$ cat src/rtl/multicycle_controller_if.sv
// Control bundle between the multi-cycle MIPS controller and its datapath.
// Instruction fields and memory status come in; mux selects and strobes go out.
interface multicycle_controller_if;
    logic [5:0] opCode;
    logic [5:0] func;
    logic       zero;
    logic       memReady;
    logic       pcWrite;
    logic [1:0] pcSrc;
    logic       iorD;
    logic       memRead;
    logic       memWrite;
    logic       irWrite;
    logic [1:0] regDst;
    logic [1:0] regSrc;
    logic       regWrite;
    logic       ALUSrcA;
    logic [1:0] ALUSrcB;
    logic [1:0] ALUOp;
    logic       instrDone;
    logic       illegal;

    modport master (
        input  opCode, func, zero, memReady,
        output pcWrite, pcSrc, iorD, memRead, memWrite, irWrite,
        output regDst, regSrc, regWrite, ALUSrcA, ALUSrcB, ALUOp,
        output instrDone, illegal
    );

    modport slave (
        output opCode, func, zero, memReady,
        input  pcWrite, pcSrc, iorD, memRead, memWrite, irWrite,
        input  regDst, regSrc, regWrite, ALUSrcA, ALUSrcB, ALUOp,
        input  instrDone, illegal
    );
endinterface

$ cat src/rtl/multicycle_controller.sv
// Multi-cycle MIPS control FSM: fetch/decode/execute/memory/write-back
// sequencing over a shared, variable-latency memory port.
module multicycle_controller (
    input  logic                          clk,
    input  logic                          rstN,
    multicycle_controller_if.master       bus
);
    localparam logic [5:0] OP_RTYPE = 6'd0;
    localparam logic [5:0] OP_J     = 6'd2;
    localparam logic [5:0] OP_JAL   = 6'd3;
    localparam logic [5:0] OP_BEQ   = 6'd4;
    localparam logic [5:0] OP_BNE   = 6'd5;
    localparam logic [5:0] OP_ADDI  = 6'd8;
    localparam logic [5:0] OP_SLTI  = 6'd10;
    localparam logic [5:0] OP_LW    = 6'd35;
    localparam logic [5:0] OP_SW    = 6'd43;

    localparam logic [5:0] FN_ADD = 6'd32;
    localparam logic [5:0] FN_SUB = 6'd34;
    localparam logic [5:0] FN_SLT = 6'd42;
    localparam logic [5:0] FN_JR  = 6'd8;

    typedef enum logic [3:0] {
        INIT, FETCH, DECODE, REXEC, RWB, IEXEC, IWB, MADDR,
        MRD, LWB, MWR, BRANCH, JMP, JALS, JRS
    } state_t;

    state_t state, next;

    logic is_rtype, is_ralu, is_jr, is_ialu;
    logic is_mem, is_br, is_j, is_jal;

    always_comb begin
        is_rtype = (bus.opCode == OP_RTYPE);
        is_ralu  = is_rtype && (bus.func == FN_ADD ||
                                bus.func == FN_SUB ||
                                bus.func == FN_SLT);
        is_jr    = is_rtype && (bus.func == FN_JR);
        is_ialu  = (bus.opCode == OP_ADDI) || (bus.opCode == OP_SLTI);
        is_mem   = (bus.opCode == OP_LW) || (bus.opCode == OP_SW);
        is_br    = (bus.opCode == OP_BEQ) || (bus.opCode == OP_BNE);
        is_j     = (bus.opCode == OP_J);
        is_jal   = (bus.opCode == OP_JAL);
    end

    always_ff @(posedge clk or negedge rstN) begin
        if (!rstN) state <= INIT;
        else       state <= next;
    end

    always_comb begin
        next          = state;
        bus.pcWrite   = 1'b0;
        bus.pcSrc     = 2'd0;
        bus.iorD      = 1'b0;
        bus.memRead   = 1'b0;
        bus.memWrite  = 1'b0;
        bus.irWrite   = 1'b0;
        bus.regDst    = 2'd0;
        bus.regSrc    = 2'd0;
        bus.regWrite  = 1'b0;
        bus.ALUSrcA   = 1'b0;
        bus.ALUSrcB   = 2'd0;
        bus.ALUOp     = 2'd0;
        bus.instrDone = 1'b0;
        bus.illegal   = 1'b0;

        unique case (state)
            INIT: next = FETCH;
            FETCH: begin
                bus.memRead = 1'b1;
                bus.ALUSrcB = 2'd1;
                if (bus.memReady) begin
                    bus.irWrite = 1'b1;
                    bus.pcWrite = 1'b1;
                    next        = DECODE;
                end
            end
            DECODE: begin
                // Speculatively form the branch target into ALUOut.
                bus.ALUSrcB = 2'd3;
                unique case (1'b1)
                    is_ralu: next = REXEC;
                    is_jr:   next = JRS;
                    is_ialu: next = IEXEC;
                    is_mem:  next = MADDR;
                    is_br:   next = BRANCH;
                    is_j:    next = JMP;
                    is_jal:  next = JALS;
                    default: begin
                        bus.illegal   = 1'b1;
                        bus.instrDone = 1'b1;
                        next          = FETCH;
                    end
                endcase
            end
            REXEC: begin
                bus.ALUSrcA = 1'b1;
                if (bus.func == FN_SUB)      bus.ALUOp = 2'd1;
                else if (bus.func == FN_SLT) bus.ALUOp = 2'd2;
                next = RWB;
            end
            RWB: begin
                bus.regWrite  = 1'b1;
                bus.regDst    = 2'd1;
                bus.regSrc    = 2'd2;
                bus.instrDone = 1'b1;
                next          = FETCH;
            end
            IEXEC: begin
                bus.ALUSrcA = 1'b1;
                bus.ALUSrcB = 2'd2;
                if (bus.opCode == OP_SLTI) bus.ALUOp = 2'd2;
                next = IWB;
            end
            IWB: begin
                bus.regWrite  = 1'b1;
                bus.regSrc    = 2'd2;
                bus.instrDone = 1'b1;
                next          = FETCH;
            end
            MADDR: begin
                bus.ALUSrcA = 1'b1;
                bus.ALUSrcB = 2'd2;
                next = (bus.opCode == OP_LW) ? MRD : MWR;
            end
            MRD: begin
                bus.memRead = 1'b1;
                bus.iorD    = 1'b1;
                if (bus.memReady) next = LWB;
            end
            LWB: begin
                bus.regWrite  = 1'b1;
                bus.regSrc    = 2'd1;
                bus.instrDone = 1'b1;
                next          = FETCH;
            end
            MWR: begin
                bus.memWrite = 1'b1;
                bus.iorD     = 1'b1;
                if (bus.memReady) begin
                    bus.instrDone = 1'b1;
                    next          = FETCH;
                end
            end
            BRANCH: begin
                bus.ALUSrcA   = 1'b1;
                bus.ALUOp     = 2'd1;
                bus.pcSrc     = 2'd1;
                bus.pcWrite   = (bus.opCode == OP_BNE) ? ~bus.zero : bus.zero;
                bus.instrDone = 1'b1;
                next          = FETCH;
            end
            JMP: begin
                bus.pcWrite   = 1'b1;
                bus.pcSrc     = 2'd2;
                bus.instrDone = 1'b1;
                next          = FETCH;
            end
            JALS: begin
                // PC already holds PC+4, which is the link value.
                bus.pcWrite   = 1'b1;
                bus.pcSrc     = 2'd2;
                bus.regWrite  = 1'b1;
                bus.regDst    = 2'd2;
                bus.instrDone = 1'b1;
                next          = FETCH;
            end
            JRS: begin
                bus.pcWrite   = 1'b1;
                bus.pcSrc     = 2'd3;
                bus.instrDone = 1'b1;
                next          = FETCH;
            end
            default: next = INIT;
        endcase
    end
endmodule
$ cat src/flat_wrapper.sv
// flat-port wrapper written by rule: the top's interface ports become plain ports
module multicycle_controller_flat 
  (clk, rstN, bus_opCode, bus_func, bus_zero, bus_memReady, bus_pcWrite, bus_pcSrc, bus_iorD, bus_memRead, bus_memWrite, bus_irWrite, bus_regDst, bus_regSrc, bus_regWrite, bus_ALUSrcA, bus_ALUSrcB, bus_ALUOp, bus_instrDone, bus_illegal);
  multicycle_controller_if bus_i ();
  input  logic clk;
  input  logic rstN;
  input wire logic [$bits(bus_i.opCode)-1:0] bus_opCode;
  input wire logic [$bits(bus_i.func)-1:0] bus_func;
  input wire logic [$bits(bus_i.zero)-1:0] bus_zero;
  input wire logic [$bits(bus_i.memReady)-1:0] bus_memReady;
  output wire logic [$bits(bus_i.pcWrite)-1:0] bus_pcWrite;
  output wire logic [$bits(bus_i.pcSrc)-1:0] bus_pcSrc;
  output wire logic [$bits(bus_i.iorD)-1:0] bus_iorD;
  output wire logic [$bits(bus_i.memRead)-1:0] bus_memRead;
  output wire logic [$bits(bus_i.memWrite)-1:0] bus_memWrite;
  output wire logic [$bits(bus_i.irWrite)-1:0] bus_irWrite;
  output wire logic [$bits(bus_i.regDst)-1:0] bus_regDst;
  output wire logic [$bits(bus_i.regSrc)-1:0] bus_regSrc;
  output wire logic [$bits(bus_i.regWrite)-1:0] bus_regWrite;
  output wire logic [$bits(bus_i.ALUSrcA)-1:0] bus_ALUSrcA;
  output wire logic [$bits(bus_i.ALUSrcB)-1:0] bus_ALUSrcB;
  output wire logic [$bits(bus_i.ALUOp)-1:0] bus_ALUOp;
  output wire logic [$bits(bus_i.instrDone)-1:0] bus_instrDone;
  output wire logic [$bits(bus_i.illegal)-1:0] bus_illegal;
  assign bus_i.opCode = bus_opCode;
  assign bus_i.func = bus_func;
  assign bus_i.zero = bus_zero;
  assign bus_i.memReady = bus_memReady;
  assign bus_pcWrite = bus_i.pcWrite;
  assign bus_pcSrc = bus_i.pcSrc;
  assign bus_iorD = bus_i.iorD;
  assign bus_memRead = bus_i.memRead;
  assign bus_memWrite = bus_i.memWrite;
  assign bus_irWrite = bus_i.irWrite;
  assign bus_regDst = bus_i.regDst;
  assign bus_regSrc = bus_i.regSrc;
  assign bus_regWrite = bus_i.regWrite;
  assign bus_ALUSrcA = bus_i.ALUSrcA;
  assign bus_ALUSrcB = bus_i.ALUSrcB;
  assign bus_ALUOp = bus_i.ALUOp;
  assign bus_instrDone = bus_i.instrDone;
  assign bus_illegal = bus_i.illegal;
  multicycle_controller u_core (.clk(clk), .rstN(rstN), .bus(bus_i));
endmodule
$ cat config.mk
export PLATFORM = sky130hd
export DESIGN_NAME = multicycle_controller_flat
export DESIGN_NICKNAME = d
export VERILOG_FILES = /design/src/rtl/multicycle_controller_if.sv /design/src/rtl/multicycle_controller.sv /design/src/flat_wrapper.sv
export SDC_FILE = /design/constraint.sdc
export NUM_CORES = 1
export LEC_CHECK = 0
export ABC_CLOCK_PERIOD_IN_PS = 1600
export CELL_PAD_IN_SITES_DETAIL_PLACEMENT = 0
export CELL_PAD_IN_SITES_GLOBAL_PLACEMENT = 1
export CORE_ASPECT_RATIO = 0.5
export CORE_UTILIZATION = 24
export CTS_CLUSTER_DIAMETER = 40
export CTS_CLUSTER_SIZE = 40
export DETAILED_ROUTE_END_ITERATION = 10
export PLACE_DENSITY = 0.85
export SLEW_MARGIN = 20
export SYNTH_ARGS = -nofsm -noshare
export SYNTH_HDL_FRONTEND = slang
export SYNTH_SLANG_ARGS = --single-unit
$ cat constraint.sdc
create_clock -name clk -period 1.6 [get_ports clk]
set_input_delay 0.24 -clock clk [delete_from_list [all_inputs] [get_ports clk]]
set_output_delay 0.24 -clock clk [all_outputs]
set_load 0.02 [all_outputs]
==> results.yml, run 1 <==
status:
  status: "complete, but fails checks"
  violations: "negative setup slack"
pwr:
  p_leak_nw: 0.7506
  power_density_mw_per_mm2: 1264
  p_comb_share_pct: 78.5
  intPower_mw: 1.136
  clock_power_share_pct: 10.6
  switchingPower_mw: 0.9705
  netSwitchingFraction_pct: 46.07
  p_seq_share_pct: 10.9
  irDropWorstVdd_uv: 471.9
die:
  design.core.area_mm2: 0.002781
  die_y_um: 41.65
  die_area_mm2: 0.003385
  core.rowCount: 13
  ios: 35
  dieWidth_um: 81.29
  initial_core_util_pct: 27.13
clock_network:
  clock_path_buffers: 2
  cts_buffers: 3
  ctsHoldBuffers: 0
  h-tree-depth: 1
  tritoncts: "done"
  clk_latency_ns: 0.23
  root_buffer: "clkbuf_8"
  clk_pin_slew_ns: 0.03
  clock-sinks: 4
global_routing:
  grt_pass1_wl_mm: 4.885
  antenna_found_initial: 0
  grt_pass1_vias: 1086
  grt_max_degree: 20
  grt_usage_pct: 19.01
  grt-ovfl-total: 0
synth:
  synth_cells: 121
  synthesis.nets: 137
  syn_area_per_cell_um2: 6.235
  synthMostInstantiatedCell: "nor2_1"
  ys_async_sr_fraction_pct: 100.0
  synth_common_cells: "nor2_1 (21), nand2_1 (14), nand2b_1 (10), a21oi_1 (8), o21ai_0 (7)"
  synth_edf_count: 0
  synth.ff_latch_count: 4
  synth_cell_types: 42
  synth_largest_area_cell: "dfrtp_1"
  ys.flop_type: "dfrtp_1"
  ys_warn_count: 0
  yosys-top-cells-area: "dfrtp_1 (13%), nor2_1 (10%), nand2b_1 (8.3%)"
  synth_top_cell_area_share_pct: 13.27
  seq_area_frac_synth_pct: 13.27
  syn_area_um2: 754.5
critical_path:
  r2r-end: "u_core.state[0]$_DFFE_PN0P_"
  critPathArrivalTime_ns: 1.56
  end_kind: "primary output"
  rrSetupSlack_ns: 0.04
  ff2ff_path_depth: 6
  crit_required_ns: 1.36
  r2r-start: "u_core.state[2]$_DFFE_PN0P_"
  worstSetupStartpointType: "input port"
  critPathKind: "in -> out"
  crit_fanout: 3
placement:
  place_congestion: 0.8778
  io_buffers: 34
  dp_slack_ns: -0.9838
  hpwl_mm: 2.230
  placed_cells: 227
  placed_cell_area_mm2: 0.001456
timing:
  fin_crit_sh_pct: 112.4
  setup_violations: 4
  setup_tns_ns: -0.5327
  rsz0062_at_grt: "true"
  drv_slew: 0
  fin_ws_ns: -0.1977
  period_minus_slack_ns: 1.798
  skew_ns: 0.002178
  hold_viol_final: 0
  worst_pin_slew_ns: 0.2927
  slew_headroom_pct: 80.28
  max_freq_mhz: 556.3
finish:
  syn_to_final_growth_pct: 120.9
  antennaDiodeCount: 0
  fin_nets: 220
  top_regs: "u_core.state: 4 flops"
  fillCellCount: 247
  layout-drive-gt1-share_pct: 56.44
  postLayoutCellArea_mm2: 0.001667
  largest-register: "u_core.state"
  finalNonFillerCells: 239
  largest_register_ffs: 4
route:
  wirelength_mm: 3.287
  via_per_inst: 4.987
  ant_nets: 0
  routed-via-count: 1192
  drc: 0
  wl_per_cell_um: 13.75
  drt-initial-drc-count: 58
  drtPass1Iterations: 4
worst_hold_path:
  holdCritPathClass: "in -> async"
job:
  max_cap_violations: 0
[worst max-delay path, cell delays in order]
cell     delay (ns)
buf_8          0.10
or3b_4         0.40
o32ai_2        0.10
a31oi_1        0.09
o21a_1         0.20
o31a_2         0.29
buf_6          0.13
[routing by layer]
layer	part of all wire [%]	track usage, %
met3	4.9	3.516
met4	2.6	10.71
met2	47	27.50
met5	0	0
met1	46	26.12
[cell families after synthesis]
| group | share of synthesized area (%) |
|---|---|
| compound gates | 28.03 |
| buf+inv | 6.135 |
| simple gates | 47.93 |
| flops | 13.27 |
| xor+xnor | 4.644 |
[how the worst max path moves through the flow]
stage	slack (ns)	to	cells past startpoint	startpoint
floorplan	-0.07	bus_instrDone	6	bus_opCode[2]
global placement	-0.96	bus_instrDone	7	bus_opCode[1]
detailed placement	-0.98	bus_instrDone	7	bus_opCode[1]
CTS	-0.21	bus_instrDone	7	bus_opCode[3]
global route	-0.23	bus_instrDone	7	bus_func[4]
finish	-0.20	bus_instrDone	7	bus_opCode[3]
[repair_timing]
action | in CTS | in global routing
buffers inserted | 8 | 1
gates resized for setup | 141 | 30
setup endpoints to repair | 22 | 19
cloned | 0 | 0
pin swaps | 17 | 6
[per-stage QoR]
stage          hold WS [ns]  util (%)  power, mW
5_1_grt              0.2194     59.92      2.238
3_5_place_dp         0.4482     52.36      1.731
4_1_cts              0.2177     56.73      1.950
3_3_place_gp         0.4431     52.36      1.721
6_report             0.2090     59.92      2.107
2_1_floorplan      -0.05559         -     0.9540
[power groups by stage]
stage | sequential (mW) | clock [mW] | combinational (mW)
floorplan | 0.164 | 0 | 0.790
global placement | 0.201 | 0 | 1.52
detailed placement | 0.202 | 0 | 1.53
CTS | 0.215 | 0.218 | 1.52
global route | 0.234 | 0.231 | 1.77
finish | 0.231 | 0.223 | 1.65
[layout make-up]
| type | instances | area [um^2] | share of cell area [%] |
|---|---|---|---|
| multi-input cells | 106 | 760.7 | 45.65 |
| inverters | 2 | 7.507 | 0.4505 |
| clock buffers | 3 | 41.29 | 2.477 |
| flip-flops and latches | 4 | 103.9 | 6.231 |
| repair buffers | 87 | 706.9 | 42.42 |
| well taps | 37 | 46.29 | 2.778 |
[placed cells by master, fill, tap and decap left out, drive strengths merged, types with 2 or more instances in the layout]
| cell | netlist | routed |
|---|---|---|
| nor4 | 2 | 2 |
| nor3 | 4 | 4 |
| a31oi | 3 | 3 |
| nand4 | 2 | 2 |
| nand2b | 10 | 10 |
| xor2 | 3 | 3 |
| o21ai | 7 | 7 |
| clkdlybuf4s50 | 0 | 3 |
| nand2 | 14 | 14 |
| a21boi | 2 | 2 |
| inv | 2 | 2 |
| nor2 | 21 | 21 |
| nor3b | 3 | 3 |
| a21oi | 8 | 8 |
| o22ai | 2 | 2 |
| o31ai | 3 | 3 |
| dlygate4sd2 | 0 | 6 |
| clkbuf | 6 | 4 |
| nor2b | 2 | 2 |
| buf | 3 | 77 |
| dfrtp | 4 | 4 |
| and2 | 2 | 2 |
Note: power is estimated with default switching activity, not from simulation.
==> inputs of run 2 (changes only) <==
- RECOVER_POWER: not set -> 100
==> run 2 against run 1 <==
Against the previous run: the run still ends with negative setup slack left; sequential share of layout area stayed put; critical path depth did not move; clock skew about the same; core utilization did not move; non-clock buffer count stayed put; cell area is the same; count of clock-buffer cells in the layout unchanged; cell count unchanged; power about the same; first-iteration DRC count up 19%; critical endpoint unchanged.
==> results.yml, run 2 (synthesis gave the netlist of run 1 again) <==
status:
  status: "complete, but fails checks"
  violations: "negative setup slack"
clock_network:
  ctsHoldBuffers: 0
  tritoncts: "done"
  clk_pin_slew_ns: 0.03
  clk_latency_ns: 0.23
  clock_path_buffers: 2
  h-tree-depth: 1
  cts_buffers: 3
  root_buffer: "clkbuf_8"
  clock-sinks: 4
critical_path:
  ff2ff_path_depth: 6
  r2r-end: "u_core.state[0]$_DFFE_PN0P_"
  r2r-start: "u_core.state[2]$_DFFE_PN0P_"
  crit_required_ns: 1.36
  end_kind: "primary output"
  critPathArrivalTime_ns: 1.56
  critPathKind: "in -> out"
  slowest_stage: "or3b_4"
  worstSetupStartpointType: "input port"
  slowest_delay_ns: 0.40
  path_cells: "buf_8 > or3b_4 > o32ai_2 > a31oi_1 > o21a_1 > o31a_2 > buf_6"
  rrSetupSlack_ns: 0.04
  crit_fanout: 3
placement:
  io_buffers: 34
  place_congestion: 0.8778
  hpwl_mm: 2.230
global_routing:
  grt_pass1_vias: 1086
  grt_pass1_wl_mm: 4.885
  grt_usage_pct: 19.01
  antenna_found_initial: 0
  grt_max_degree: 20
  grt-ovfl-total: 0
finish:
  largest-register: "u_core.state"
  largest_register_ffs: 4
  fillCellCount: 247
  final_common_cell: "buf_4"
  utilization_pct: 59.92
  mostFrequentLayoutCells: "buf_4 (52), nor2_1 (17), nand2_1 (13)"
  layout-drive-gt1-share_pct: 56.44
  fin_nets: 220
  top_regs: "u_core.state: 4 flops"
  antennaDiodeCount: 0
  syn_to_final_growth_pct: 120.9
pwr:
  finalPower_mw: 2.108
  power_density_mw_per_mm2: 1265
  p_leak_nw: 0.7476
  irDropWorstVdd_uv: 472.3
route:
  wirelength_mm: 3.303
  top_layer: "met4"
  wl_met3_um: 161
  wl_per_cell_um: 13.82
  wl_met1_mm: 1.520
  wl_met2_mm: 1.536
  via_per_inst: 5.000
  ant_nets: 0
  drc: 0
  drtPass1Iterations: 4
  drt-initial-drc-count: 69
  routed-via-count: 1195
die:
  ios: 35
  die_area_mm2: 0.003385
  core.rowCount: 13
  die_y_um: 41.65
  design.core.area_mm2: 0.002781
  initial_core_util_pct: 27.13
  dieWidth_um: 81.29
timing:
  setup_violations: 4
  max_freq_mhz: 555.4
  worst_pin_slew_ns: 0.3049
  skew_ns: 0.002219
  hold_viol_final: 0
  drv_slew: 0
  rsz0062_at_grt: "true"
  period_minus_slack_ns: 1.801
  fin_ws_ns: -0.2006
  fin_crit_sh_pct: 112.5
  slew_headroom_pct: 79.46
job:
  max_cap_violations: 0
worst_hold_path:
  holdCritPathClass: "in -> async"
[run 2: cell type report]
type	count	area [um^2]	share of cell area [%]
clock buffers	3	41.29	2.477
inverters	2	7.507	0.4505
multi-input cells	106	760.7	45.65
flip-flops and latches	4	103.9	6.231
well taps	37	46.29	2.778
repair buffers	87	706.9	42.42
[run 2: worst max-delay path: cells and delay by family]
kind | cells | cell delay (ns)
buffers and inverters | 2 | 0.23
AOI/OAI and AO/OA | 4 | 0.70
and+or+nand+nor | 1 | 0.40
[run 2: power breakdown]
group | internal [mW] | switching [mW] | leakage [nW]
Clock | 0.161 | 0.0616 | 0.0216
Combinational | 0.828 | 0.825 | 0.679
Sequential | 0.146 | 0.0860 | 0.0470
Total | 1.14 | 0.973 | 0.748
[run 2: per-stage QoR]
stage          setup WS [ns]  hold slack (ns)  setup TNS [ns]  area [um^2]  cells
2_1_floorplan       -0.07007         -0.05559         -0.1196        765.7    121
3_3_place_gp         -0.9612           0.4431          -7.786         1456    227
3_5_place_dp         -0.9838           0.4482          -8.207         1456    227
4_1_cts              -0.2104           0.2177         -0.4367         1578    238
5_1_grt              -0.2256           0.2897         -0.9481         1667    239
6_report             -0.2006           0.2784         -0.5322         1667    239
[run 2: per-layer routing]
metal | global-route usage (%) | up-vias
li1 | - | 597
met1 | 26.12 | 544
met2 | 27.50 | 44
met3 | 3.516 | 10
met4 | 10.71 | 0
met5 | 0 | -
[run 2: worst max-delay path by stage]
| stage | from | to | slack (ns) | cells after the start |
|---|---|---|---|---|
| floorplan | bus_opCode[2] | bus_instrDone | -0.07 | 6 |
| global placement | bus_opCode[1] | bus_instrDone | -0.96 | 7 |
| detailed placement | bus_opCode[1] | bus_instrDone | -0.98 | 7 |
| CTS | bus_opCode[3] | bus_instrDone | -0.21 | 7 |
| global route | bus_func[4] | bus_instrDone | -0.23 | 7 |
| finish | bus_opCode[3] | bus_instrDone | -0.20 | 7 |
[run 2: repair_timing]
action / 4_1_cts / 5_1_grt
pin swaps: 17 / 6
gates resized for setup: 141 / 30
buffers inserted: 8 / 1
endpoints found under the setup margin: 22 / 19
